`src/rtl/axi_burst_writer_pkg.sv`:
```
// axi_pkg: AXI4 burst/response encodings and the AWSIZE helper shared by the burst writer
package axi_pkg;
  localparam logic [1:0] AXI_BURST_FIXED = 2'b00;
  localparam logic [1:0] AXI_BURST_INCR = 2'b01;
  localparam logic [1:0] AXI_BURST_WRAP = 2'b10;
  localparam logic [1:0] AXI_RESP_OKAY = 2'b00;
  localparam logic [1:0] AXI_RESP_EXOKAY = 2'b01;
  localparam logic [1:0] AXI_RESP_SLVERR = 2'b10;
  localparam logic [1:0] AXI_RESP_DECERR = 2'b11;
  function automatic logic [2:0] axi_size_f(input int bytes);
    logic [2:0] s;
    s = '0;
    for (int i = 0; i < 8; i++) if ((1 << i) == bytes) s = 3'(i);
    return s;
  endfunction
endpackage

```
`src/rtl/axi_burst_writer_if.sv`:
```
// axi_burst_writer_if: AXI4 write-channel bundle (AW/W/B) with master and slave views
interface axi_burst_writer_if #(
  parameter int ADDR_WIDTH = 32,
  parameter int DATA_WIDTH = 64
);
  logic [ADDR_WIDTH-1:0] M_AXI_AWADDR;
  logic [7:0] M_AXI_AWLEN;
  logic [2:0] M_AXI_AWSIZE;
  logic [1:0] M_AXI_AWBURST;
  logic M_AXI_AWVALID;
  logic M_AXI_AWREADY;
  logic [DATA_WIDTH-1:0] M_AXI_WDATA;
  logic [DATA_WIDTH/8-1:0] M_AXI_WSTRB;
  logic M_AXI_WLAST;
  logic M_AXI_WVALID;
  logic M_AXI_WREADY;
  logic [1:0] M_AXI_BRESP;
  logic M_AXI_BVALID;
  logic M_AXI_BREADY;
  modport master (
    output M_AXI_AWADDR, M_AXI_AWLEN, M_AXI_AWSIZE, M_AXI_AWBURST, M_AXI_AWVALID,
    output M_AXI_WDATA, M_AXI_WSTRB, M_AXI_WLAST, M_AXI_WVALID, M_AXI_BREADY,
    input M_AXI_AWREADY, M_AXI_WREADY, M_AXI_BRESP, M_AXI_BVALID
  );
  modport slave (
    input M_AXI_AWADDR, M_AXI_AWLEN, M_AXI_AWSIZE, M_AXI_AWBURST, M_AXI_AWVALID,
    input M_AXI_WDATA, M_AXI_WSTRB, M_AXI_WLAST, M_AXI_WVALID, M_AXI_BREADY,
    output M_AXI_AWREADY, M_AXI_WREADY, M_AXI_BRESP, M_AXI_BVALID
  );
endinterface

```
`src/rtl/axi_burst_len_calc.sv`:
```
// axi_burst_len_calc: next burst length = min(remaining, MAX_BURST[, beats to 4 KB boundary])
// 4 KB splitting is enabled by defining AXI_BURST_WRITER_4K_SPLIT_EN.
module axi_burst_len_calc #(
  parameter int ADDR_WIDTH = 32,
  parameter int DATA_WIDTH = 64,
  parameter int MAX_BURST = 16,
  parameter int LEN_WIDTH = 16
) (
  input logic [ADDR_WIDTH-1:0] addr,
  input logic [LEN_WIDTH-1:0] remaining,
  output logic [8:0] len
);
  localparam int SIZE = $clog2(DATA_WIDTH / 8);
  logic [8:0] cap;
  assign cap = (remaining > LEN_WIDTH'(MAX_BURST)) ? 9'(MAX_BURST) : 9'(remaining);
`ifdef AXI_BURST_WRITER_4K_SPLIT_EN
  logic [12:0] room;
  logic unused_addr;
  assign room = (13'd4096 - {1'b0, addr[11:0]}) >> SIZE;
  assign len = ({4'b0, cap} > room) ? room[8:0] : cap;
  assign unused_addr = ^addr[ADDR_WIDTH-1:12];
`else
  logic unused_addr;
  assign len = cap;
  assign unused_addr = ^addr;
`endif
endmodule

```
`src/rtl/axi_burst_writer.sv`:
```
// axi_burst_writer: one command (addr, beats) -> sequence of AXI4 INCR write bursts, one outstanding.
// Define AXI_BURST_WRITER_4K_SPLIT_EN to keep every burst inside a 4 KB page.
module axi_burst_writer
  import axi_pkg::*;
#(
  parameter int ADDR_WIDTH = 32,
  parameter int DATA_WIDTH = 64,
  parameter int MAX_BURST = 16,
  parameter int LEN_WIDTH = 16
) (
  input logic clk,
  input logic rst,
  input logic start,
  input logic [ADDR_WIDTH-1:0] cmd_addr,
  input logic [LEN_WIDTH-1:0] cmd_beats,
  output logic busy,
  output logic done,
  output logic error,
  input logic [DATA_WIDTH-1:0] s_wdata,
  input logic s_wvalid,
  output logic s_wready,
  axi_burst_writer_if.master m_axi
);
  localparam int BYTES = DATA_WIDTH / 8;
  localparam logic [2:0] SIZE = axi_size_f(BYTES);
  typedef enum logic [2:0] {IDLE, AW, W, B, DONE} state_t;
  state_t state, state_n;
  logic [ADDR_WIDTH-1:0] addr_q, addr_n;
  logic [LEN_WIDTH-1:0] rem_q, rem_n;
  logic [8:0] len_q, len_c, cnt_q;
  logic err_q, go, w_hs, b_hs, b_err;
  assign go = state == IDLE && start;
  assign w_hs = state == W && s_wvalid && m_axi.M_AXI_WREADY;
  assign b_hs = state == B && m_axi.M_AXI_BVALID;
  assign b_err = m_axi.M_AXI_BRESP != AXI_RESP_OKAY;
  // addr/remaining for the burst about to be issued, from the command or after the current one
  assign addr_n = state == IDLE ? cmd_addr & ~ADDR_WIDTH'(BYTES - 1)
                                : addr_q + (ADDR_WIDTH'(len_q) << SIZE);
  assign rem_n = state == IDLE ? cmd_beats : rem_q - LEN_WIDTH'(len_q);
  axi_burst_len_calc #(
    .ADDR_WIDTH(ADDR_WIDTH),
    .DATA_WIDTH(DATA_WIDTH),
    .MAX_BURST(MAX_BURST),
    .LEN_WIDTH(LEN_WIDTH)
  ) u_len (
    .addr(addr_n),
    .remaining(rem_n),
    .len(len_c)
  );
  always_ff @(posedge clk) state <= rst ? IDLE : state_n;
  always_comb begin
    state_n = state;
    case (state)
      IDLE: if (start) state_n = cmd_beats == '0 ? DONE : AW;
      AW: if (m_axi.M_AXI_AWREADY) state_n = W;
      W: if (w_hs && cnt_q == 9'd1) state_n = B;
      B: if (b_hs) state_n = (b_err || rem_n == '0) ? DONE : AW;
      default: state_n = IDLE;
    endcase
  end
  always_ff @(posedge clk) begin
    if (rst) begin
      addr_q <= '0;
      rem_q <= '0;
      len_q <= '0;
      cnt_q <= '0;
      err_q <= 1'b0;
    end else begin
      if (go) err_q <= 1'b0;
      if (b_hs && b_err) err_q <= 1'b1;
      if ((go && cmd_beats != '0) || (b_hs && !b_err)) begin
        addr_q <= addr_n;
        rem_q <= rem_n;
        len_q <= len_c;
      end
      if (state == AW && m_axi.M_AXI_AWREADY) cnt_q <= len_q;
      else if (w_hs) cnt_q <= cnt_q - 9'd1;
    end
  end
  always_comb begin
    busy = state != IDLE;
    done = state == DONE;
    error = err_q;
    s_wready = state == W && m_axi.M_AXI_WREADY;
    m_axi.M_AXI_AWVALID = state == AW;
    m_axi.M_AXI_AWADDR = state == AW ? addr_q : '0;
    m_axi.M_AXI_AWLEN = state == AW ? 8'(len_q - 9'd1) : '0;
    m_axi.M_AXI_WVALID = state == W && s_wvalid;
    m_axi.M_AXI_WLAST = state == W && cnt_q == 9'd1;
    m_axi.M_AXI_BREADY = state == B;
  end
  assign m_axi.M_AXI_AWSIZE = SIZE;
  assign m_axi.M_AXI_AWBURST = AXI_BURST_INCR;
  assign m_axi.M_AXI_WDATA = s_wdata;
  assign m_axi.M_AXI_WSTRB = '1;
endmodule

```
`src/flat_wrapper.sv`:
```
// flat-port wrapper written by rule: the top's interface ports become plain ports
module axi_burst_writer_flat import axi_pkg::*;
#(
  parameter int ADDR_WIDTH = 32,
  parameter int DATA_WIDTH = 64,
  parameter int MAX_BURST = 16,
  parameter int LEN_WIDTH = 16
)
  (clk, rst, start, cmd_addr, cmd_beats, busy, done, error, s_wdata, s_wvalid, s_wready, m_axi_M_AXI_AWADDR, m_axi_M_AXI_AWLEN, m_axi_M_AXI_AWSIZE, m_axi_M_AXI_AWBURST, m_axi_M_AXI_AWVALID, m_axi_M_AXI_WDATA, m_axi_M_AXI_WSTRB, m_axi_M_AXI_WLAST, m_axi_M_AXI_WVALID, m_axi_M_AXI_BREADY, m_axi_M_AXI_AWREADY, m_axi_M_AXI_WREADY, m_axi_M_AXI_BRESP, m_axi_M_AXI_BVALID);
  axi_burst_writer_if #(.ADDR_WIDTH(ADDR_WIDTH), .DATA_WIDTH(DATA_WIDTH)) m_axi_i ();
  input logic clk;
  input logic rst;
  input logic start;
  input logic [ADDR_WIDTH-1:0] cmd_addr;
  input logic [LEN_WIDTH-1:0] cmd_beats;
  output logic busy;
  output logic done;
  output logic error;
  input logic [DATA_WIDTH-1:0] s_wdata;
  input logic s_wvalid;
  output logic s_wready;
  output wire logic [$bits(m_axi_i.M_AXI_AWADDR)-1:0] m_axi_M_AXI_AWADDR;
  output wire logic [$bits(m_axi_i.M_AXI_AWLEN)-1:0] m_axi_M_AXI_AWLEN;
  output wire logic [$bits(m_axi_i.M_AXI_AWSIZE)-1:0] m_axi_M_AXI_AWSIZE;
  output wire logic [$bits(m_axi_i.M_AXI_AWBURST)-1:0] m_axi_M_AXI_AWBURST;
  output wire logic [$bits(m_axi_i.M_AXI_AWVALID)-1:0] m_axi_M_AXI_AWVALID;
  output wire logic [$bits(m_axi_i.M_AXI_WDATA)-1:0] m_axi_M_AXI_WDATA;
  output wire logic [$bits(m_axi_i.M_AXI_WSTRB)-1:0] m_axi_M_AXI_WSTRB;
  output wire logic [$bits(m_axi_i.M_AXI_WLAST)-1:0] m_axi_M_AXI_WLAST;
  output wire logic [$bits(m_axi_i.M_AXI_WVALID)-1:0] m_axi_M_AXI_WVALID;
  output wire logic [$bits(m_axi_i.M_AXI_BREADY)-1:0] m_axi_M_AXI_BREADY;
  input wire logic [$bits(m_axi_i.M_AXI_AWREADY)-1:0] m_axi_M_AXI_AWREADY;
  input wire logic [$bits(m_axi_i.M_AXI_WREADY)-1:0] m_axi_M_AXI_WREADY;
  input wire logic [$bits(m_axi_i.M_AXI_BRESP)-1:0] m_axi_M_AXI_BRESP;
  input wire logic [$bits(m_axi_i.M_AXI_BVALID)-1:0] m_axi_M_AXI_BVALID;
  assign m_axi_M_AXI_AWADDR = m_axi_i.M_AXI_AWADDR;
  assign m_axi_M_AXI_AWLEN = m_axi_i.M_AXI_AWLEN;
  assign m_axi_M_AXI_AWSIZE = m_axi_i.M_AXI_AWSIZE;
  assign m_axi_M_AXI_AWBURST = m_axi_i.M_AXI_AWBURST;
  assign m_axi_M_AXI_AWVALID = m_axi_i.M_AXI_AWVALID;
  assign m_axi_M_AXI_WDATA = m_axi_i.M_AXI_WDATA;
  assign m_axi_M_AXI_WSTRB = m_axi_i.M_AXI_WSTRB;
  assign m_axi_M_AXI_WLAST = m_axi_i.M_AXI_WLAST;
  assign m_axi_M_AXI_WVALID = m_axi_i.M_AXI_WVALID;
  assign m_axi_M_AXI_BREADY = m_axi_i.M_AXI_BREADY;
  assign m_axi_i.M_AXI_AWREADY = m_axi_M_AXI_AWREADY;
  assign m_axi_i.M_AXI_WREADY = m_axi_M_AXI_WREADY;
  assign m_axi_i.M_AXI_BRESP = m_axi_M_AXI_BRESP;
  assign m_axi_i.M_AXI_BVALID = m_axi_M_AXI_BVALID;
  axi_burst_writer #(.ADDR_WIDTH(ADDR_WIDTH), .DATA_WIDTH(DATA_WIDTH), .MAX_BURST(MAX_BURST), .LEN_WIDTH(LEN_WIDTH)) u_core (.clk(clk), .rst(rst), .start(start), .cmd_addr(cmd_addr), .cmd_beats(cmd_beats), .busy(busy), .done(done), .error(error), .s_wdata(s_wdata), .s_wvalid(s_wvalid), .s_wready(s_wready), .m_axi(m_axi_i));
endmodule
```
`config.mk`:
```
export PLATFORM = sky130hd
export DESIGN_NAME = axi_burst_writer_flat
export DESIGN_NICKNAME = d
export VERILOG_FILES = /design/src/rtl/axi_burst_writer_pkg.sv /design/src/rtl/axi_burst_writer_if.sv /design/src/rtl/axi_burst_len_calc.sv /design/src/rtl/axi_burst_writer.sv /design/src/flat_wrapper.sv
export SDC_FILE = /design/constraint.sdc
export NUM_CORES = 1
export LEC_CHECK = 0
export ABC_AREA = 1
export BUFFER_PORTS_ARGS = -buffer_cell sky130_fd_sc_hd__buf_2
export CAP_MARGIN = 10
export CORE_ASPECT_RATIO = 0.75
export CORE_UTILIZATION = 50
export CTS_BUF_LIST = sky130_fd_sc_hd__clkbuf_2 sky130_fd_sc_hd__clkbuf_4 sky130_fd_sc_hd__clkbuf_8
export CTS_CLUSTER_SIZE = 8
export DETAILED_ROUTE_END_ITERATION = 6
export GPL_ROUTABILITY_DRIVEN = 0
export GPL_TIMING_DRIVEN = 0
export PLACE_DENSITY = 0.79
export SLEW_MARGIN = 20
export SYNTH_ARGS = -nofsm -noshare
export SYNTH_HDL_FRONTEND = slang
export SYNTH_SLANG_ARGS = --single-unit
export TNS_END_PERCENT = 30
```
`constraint.sdc`:
```
create_clock -name clk -period 4.2 [get_ports clk]
set_input_delay 0.84 -clock clk [delete_from_list [all_inputs] [get_ports clk]]
set_output_delay 0.84 -clock clk [all_outputs]
set_load 0.05 [all_outputs]
```
==> results of run 1 <==
==> placed cells by master, fill, tap and decap left out, drive strengths merged, types with 2 or more instances in the layout <==
cell type and count:
o221ai 2, o22ai 3, clkbuf 31, inv 130, a21oi 78, o211ai 13
and3 2, xor2 10, a221oi 5, ha 21, nor3 23, o21ai 52
o21a 2, xnor2 3, a31oi 8, or2 14, nand3 73, nand2 200
nand4 18, conb 16, a211oi 3, dfxtp 67, nor2 103, nor4 7
buf 256, fa 2
==> synth_stat cells (all sizes together) <==
cell type and instances:
conb 2, xor2 10, o22ai 3, nand3 73
clkbuf 17, nor3b 1, o32ai 1, inv 130
a31oi 8, dfxtp 67, nor2 103, o211ai 13
fa 2, and3 2, a21oi 78, a211oi 3
ha 21, or2 14, o21a 2, o221ai 2
a311oi 1, nand3b 1, o21bai 1, nor4 7
nand2 200, buf 94, o21ai 52, a221oi 5
o31ai 1, nand4 18, xnor2 3, nor3 23
==> per-stage QoR <==
stage                     total power [µW]  utilization
final                                 4910        0.625
after global routing                  5270        0.625
after CTS                             4850        0.625
after detailed placement              4240        0.606
after global placement                4190        0.606
after floorplan                       3470            -
==> path summary, 6_finish.rpt <==
check                                startpoint              endpoint  cells after the start
worst min register to register     u_core.error          u_core.error                      2
worst max-delay path            u_core.state[0]  m_axi_M_AXI_AWLEN[3]                      7
worst min-delay path               u_core.error          u_core.error                      2
worst max register to register  u_core.len_q[0]       u_core.state[2]                     17
==> final cells by class <==
class | count | area, µm²
Multi-Input combinational cell | 664 | 3450
Inverter | 130 | 488
Clock inverter | 1 | 30.0
Tap cell | 162 | 203
Buffer | 111 | 747
Clock buffer | 14 | 186
Timing Repair Buffer | 162 | 811
Fill cell | 1175 | 4360
Sequential cell | 67 | 1340
==> power groups by stage <==
stage / logic [µW] / registers [µW] / clock network (µW)
after floorplan: 2530 / 949 / 0
after global placement: 3200 / 991 / 0
after detailed placement: 3240 / 995 / 0
after CTS: 3250 / 981 / 613
after global routing: 3620 / 1010 / 636
final: 3310 / 988 / 611
==> kinds of logic (layout without fill, tap and decap cells) <==
family	Yosys count	count (layout)	share of synthesized area
compound gates	170	170	0.161
buf+inv	241	418	0.207
simple gates	442	442	0.337
xor+xnor	13	13	0.0191
flops	67	67	0.225
fa+ha+maj	23	23	0.0507
other cells	2	16	0.00126
==> state kept, by name, summed over array words and instances, names as in the netlist <==
signal,flops
u_core.state,3
u_core.rem_q,16
u_core.error,1
u_core.len_q,9
u_core.addr_q,29
u_core.cnt_q,9
==> worst min-delay path, stage by stage (launching register included) <==
cell and delay [ps]:
dfxtp_1 320, nand2_1 60, a21oi_1 50
==> layer usage <==
| metal | global-route usage | part of all wire | up-vias |
|---|---|---|---|
| met3 | 0.0514 | 0.12 | 19 |
| li1 | - | - | 3409 |
| met1 | 0.453 | 0.46 | 3023 |
| met4 | 0.0760 | 0.013 | 0 |
| met2 | 0.428 | 0.40 | 401 |
| met5 | 0 | 0 | - |
==> out/results.ini, run 1 <==
[route]
drc=0
drt_iter0_markers=764
drt_first_pass_iters=5
vias=6852
wl_um=18400
detail-route-antenna-nets=0
routed_via_density=5.23
wl_per_cell_um=14.0

[logic_synthesis]
synth_cell_types=48
synth_area_leaders=dfxtp_1 (22%), nand2_1 (12%), buf_4 (10%)
synth-seq-cells=67
yosysTopAreaCellShare=0.225
yosysSeqAreaShare=0.225
yosysTopAreaCell=dfxtp_1
yosysWarningCount=0
syn_inst=958
syn-cell-area_mm2=0.00597
avgSynthCellArea_um2=6.24

[worst_setup_path]
path_cells=inv_1, nor2_1, nand2_1, inv_1, o21ai_0, a21oi_1, buf_2
crit_path_max_fanout=9
criticalPathCategory=reg -> out
cp-start-kind=flop
crit_path_max_incr_delay_ps=400
timing.critical_path.mode_cell=inv_1
arrival_ps=2270
crit_buf_inv=3
cp-end-kind=output port
r2r_setup_slack_ps=1510
crit_path_top_delay_cell=dfxtp_1
worstPathRequired_ps=3360
critical-path-top-delay-family=buffers and inverters

[clocking]
numCtsBuffers=9
h-tree-depth=3
cts_buffer_depth=2
cts_resized=0
clk_pin_slew_ps=80
postCtsSetupBuffers=0
clk_latency_ps=360
numClockSinks=67
cts_tree=built
ctsHoldBuffers=0
cts-root-buf=clkbuf_8

[finish]
fin_cells=1311
nets=1289
layout-drive-gt1-share=0.271
final_area_mm2=0.00726
syn_to_final_growth_pct=21.5
diodes=0

[pwr]
p_leak_uw=0.00370
p_comb_frac=0.674
p_per_area_mw_per_mm2=677
cell_internal_pwr_uw=2130
power_frac_clock=0.124
seqPwrFrac=0.201
peakVddDrop_v=0.000311
p_sw_frac=0.566
p_switching_uw=2780

[sta]
setup_violations=0
finClkSkew_ps=4.89
fmax_mhz=321
setup_ws_ps=1090
hold_viol=0
whs_ps=474
drv_slew=0
fin_crit_ps=3110
fin_tns_setup_ps=0
finalCritPeriodShare=0.742
rsz0062_at_grt=no
worst_slew_pin_slew_ps=642
slew_headroom=0.572

[global_routing]
grt_first_pass_wirelength_um=29200
grt_max_degree=11
antenna_found_initial=0
grt_overflow=0
grt_pass1_vias=5884
grt_usage=0.298

[place]
place_ws_ps=1090
port_buffers=162
hpwl_um=14600
placed_cell_area_mm2=0.00704
dpl.cell_count=1296

[floorplanning]
die_w_um=128
core_area_mm2=0.0116
start_util=0.514
die_h_um=96.7
fp.dieArea_mm2=0.0124
fp-row-count=34
ios=246

[flow_run]
drv_cap=0

[status]
run_status=finished, final reports clean

[min_path]
hp-class=reg -> reg

No activity file was read; power rests on OpenSTA's default activity.
==> inputs of run 2 (changes only) <==
--- a/config.mk
+++ b/config.mk
@@ -5,17 +5,17 @@
 export SDC_FILE = /design/constraint.sdc
 export NUM_CORES = 1
 export LEC_CHECK = 0
-export ABC_AREA = 1
+export ABC_AREA = 0
 export BUFFER_PORTS_ARGS = -buffer_cell sky130_fd_sc_hd__buf_2
 export CAP_MARGIN = 10
 export CORE_ASPECT_RATIO = 0.75
-export CORE_UTILIZATION = 50
+export CORE_UTILIZATION = 45
 export CTS_BUF_LIST = sky130_fd_sc_hd__clkbuf_2 sky130_fd_sc_hd__clkbuf_4 sky130_fd_sc_hd__clkbuf_8
 export CTS_CLUSTER_SIZE = 8
 export DETAILED_ROUTE_END_ITERATION = 6
 export GPL_ROUTABILITY_DRIVEN = 0
 export GPL_TIMING_DRIVEN = 0
-export PLACE_DENSITY = 0.79
+export PLACE_DENSITY = 0.76
 export SLEW_MARGIN = 20
 export SYNTH_ARGS = -nofsm -noshare
 export SYNTH_HDL_FRONTEND = slang
==> constraint.sdc (replaced) <==
create_clock -name clk -period 2.5 [get_ports clk]
set_input_delay 0.5 -clock clk [delete_from_list [all_inputs] [get_ports clk]]
set_output_delay 0.5 -clock clk [all_outputs]
set_load 0.05 [all_outputs]
==> run 2 against run 1 <==
The flow now finishes with violations (negative setup slack). Design area rose by 7.5%. Wire length rose by 6.1%. Clock power is 57% higher. Critical endpoint is now u_core.state[2]. Highest routed layer unchanged.
==> out/results.ini, run 2 <==
[global_routing]
grt_first_pass_wirelength_um=29000  ; -0.83%
grt_overflow=0  ; unchanged
grt_usage=0.299  ; +0.000563
antenna_found_initial=0  ; unchanged
grt_pass1_vias=5633  ; -4.3%
grt_max_degree=13  ; +2

[clocking]
numClockSinks=67  ; unchanged
clk_latency_ps=380  ; +20 ps
h-tree-depth=3  ; unchanged
numCtsBuffers=9  ; unchanged
clk_pin_slew_ps=80  ; about the same
ctsHoldBuffers=0  ; unchanged
cts_buffer_depth=2  ; unchanged
cts_tree=built
cts-root-buf=clkbuf_8

[finish]
final_cell_mix=buf_2 (135), buf_4 (124), nor2_1 (84)
final_common_cell=buf_2
syn_to_final_growth_pct=43.2
nets=1116  ; -13%
multiInputGateArea_mm2=0.00375  ; +8.7%
regMostFlops=u_core.addr_q
reg.largest.list=u_core.addr_q: 29 flops, u_core.rem_q: 16 flops
num-fill-cells=980  ; -17%
diodes=0  ; unchanged
largest_reg_flops=29  ; unchanged
layout-drive-gt1-share=0.441  ; +0.170
seqCellArea_mm2=0.00137  ; +2.4%

[floorplanning]
fp.dieArea_mm2=0.0126  ; +1.3%
ios=246  ; unchanged
die_h_um=97.3  ; +0.65%
die_w_um=129  ; +0.66%
core_area_mm2=0.0117  ; +0.73%
start_util=0.466  ; -0.0487
fp-row-count=34  ; unchanged

[worst_setup_path]
ff2ff_path_depth=10  ; -7
crit_end=u_core.state[2]
crit_path_max_fanout=6  ; -3
timing.rr.start=u_core.len_q[2]
rr_endpoint=u_core.state[2]
cp-end-kind=flop
worstPathRequired_ps=2820  ; -540 ps
arrival_ps=3110  ; +840 ps
criticalPathCategory=reg -> reg
cp-start-kind=flop
r2r_setup_slack_ps=-290  ; -1800 ps
crit_start=u_core.len_q[2]

[sta]
finClkSkew_ps=13.6  ; +8.70 ps
slew_headroom=0.366  ; -0.206
setup_violations=16  ; +16
hold_viol=0  ; unchanged
finalCritPeriodShare=1.12
fin_crit_ps=2790
setup_ws_ps=-291  ; -1380 ps
worst_slew_pin_slew_ps=951  ; +309 ps
rsz0062_at_grt=yes
fmax_mhz=358
drv_slew=0  ; unchanged

[logic_synthesis]
synth_common_cells=nor2_1 (86), buf_4 (80), dfxtp_1 (67)
avgSynthCellArea_um2=7.33  ; +18%
synth-seq-cells=67  ; unchanged
synth_flop_cell=dfxtp_1
synth.most_common_cell=nor2_1
synth-edff-count=0  ; unchanged
yosysWarningCount=0  ; unchanged
yosysTopAreaCell=dfxtp_1
yosysTopAreaCellShare=0.246  ; +0.0217
synth_area_leaders=dfxtp_1 (25%), buf_4 (11%), nor2_1 (5.9%)
synth_cell_types=66  ; +38%
ys_async_sr_fraction=0  ; unchanged
yosysSeqAreaShare=0.246  ; +0.0217
syn-cell-area_mm2=0.00545  ; -8.8%
syn_inst=743  ; -22%

[status]
violations=negative setup slack
run_status=finished, violations left

[pwr]
cell_internal_pwr_uw=2740  ; +29%
peakVddDrop_v=0.000334  ; +7.5%
p_comb_frac=0.549  ; -0.125
p_per_area_mw_per_mm2=646  ; -4.6%
seqPwrFrac=0.261  ; +0.060
p_switching_uw=2290  ; -18%
p_sw_frac=0.455  ; -0.111
p_leak_uw=0.00350  ; -5.4%
power.total_uw=5040  ; +2.6%
power_frac_clock=0.191  ; +0.067

[route]
routed_via_density=5.60  ; +7.2%
drt_first_pass_iters=6  ; +1
detail-route-antenna-nets=0  ; unchanged
wl_um=19500  ; +6.1%
drc=0  ; unchanged
drt_iter0_markers=758  ; -0.79%
wl_per_cell_um=17.1  ; +22%
vias=6380  ; -6.9%

[place]
hpwl_um=13800  ; -5.7%
place_ws_ps=-764  ; -1860 ps
port_buffers=162  ; unchanged

[min_path]
holdPathStages=3  ; +1
hp-class=in -> reg

[flow_run]
drv_cap=0  ; unchanged

## run 2: changes by cell type after synthesis, moves of 19 or more
cell / previous run / this run
nand3_1: 67 / 14
inv_1: 125 / 25
nand2_1: 192 / 66
a211oi_1: 3 / 24
and2_1: 0 / 38
a21oi_1: 78 / 59
## run 2: power groups by stage
stage	logic, µW	clock network, µW	registers, µW
detailed placement	2260	0	1320
global placement	2230	0	1320
floorplan	1750	0	1290
global route	2930	1000	1330
finish	2770	960	1310
CTS	2510	963	1300
## run 2: area by class of cell
type | instances | area share
plain buffers | 117 | 0.108
clock buffers | 10 | 0.0176
clock inverters | 6 | 0.00834
inverters | 25 | 0.0138
multi-input cells | 547 | 0.481
flip-flops and latches | 67 | 0.176
well taps | 162 | 0.0260
repair buffers | 204 | 0.169
repair inverters | 1 | 0.000641
## run 2: worst min-delay path by stage
stage                     from           endpoint  slack [ps]
2_1_floorplan  u_core.rem_q[0]    u_core.rem_q[0]         440
3_3_place_gp   u_core.rem_q[0]    u_core.rem_q[0]         450
3_5_place_dp   u_core.rem_q[0]    u_core.rem_q[0]         460
4_1_cts           cmd_addr[11]  u_core.addr_q[11]         380
5_1_grt            cmd_addr[9]   u_core.addr_q[9]         400
6_report          cmd_addr[11]  u_core.addr_q[11]         390
## run 2: critical path, cell delays in order (launching register included)
cell and delay, ps:
dfxtp_4 390, inv_1 100, ha_4 280, o211a_1 240, o31ai_4 110, nand2_1 140, xor2_1 180, o41a_1 420
or4_4 470, nor3_4 230, o31a_1 170
## run 2: what timing repair did
action | in CTS | in global routing
endpoints found under the setup margin | 94 | 81
cloned | 1 | 0
gates resized for setup | 128 | 75
pin swaps | 34 | 25
setup buffers | 20 | 23
## run 2: cell families after synthesis
| kind of cell | after synthesis | synth area share |
|---|---|---|
| other | 2 | 0.00138 |
| AOI/OAI and AO/OA | 201 | 0.250 |
| muxes | 4 | 0.00735 |
| DFF | 67 | 0.246 |
| adders and majority gates | 23 | 0.0556 |
| and+or+nand+nor | 283 | 0.252 |
| buffers and inverters | 143 | 0.156 |
| xor gates and xnor gates | 20 | 0.0321 |
## run 2: metal layers
layer	global-route usage	wire (µm)
met4	0.103	484
met2	0.446	8480
met3	0.0809	2400
met5	0	0
met1	0.411	8170
## run 2: per-stage QoR
stage	setup TNS, ps	hold slack, ps	cells	utilization	instance area (µm²)
detailed placement	-39050	461	1081	0.566	6630
floorplan	-754	437	757	-	5610
global route	-4800	402	1139	0.667	7800
global placement	-36040	446	1081	0.566	6620
CTS	-2550	384	1117	0.635	7430
finish	-2750	386	1139	0.667	7800
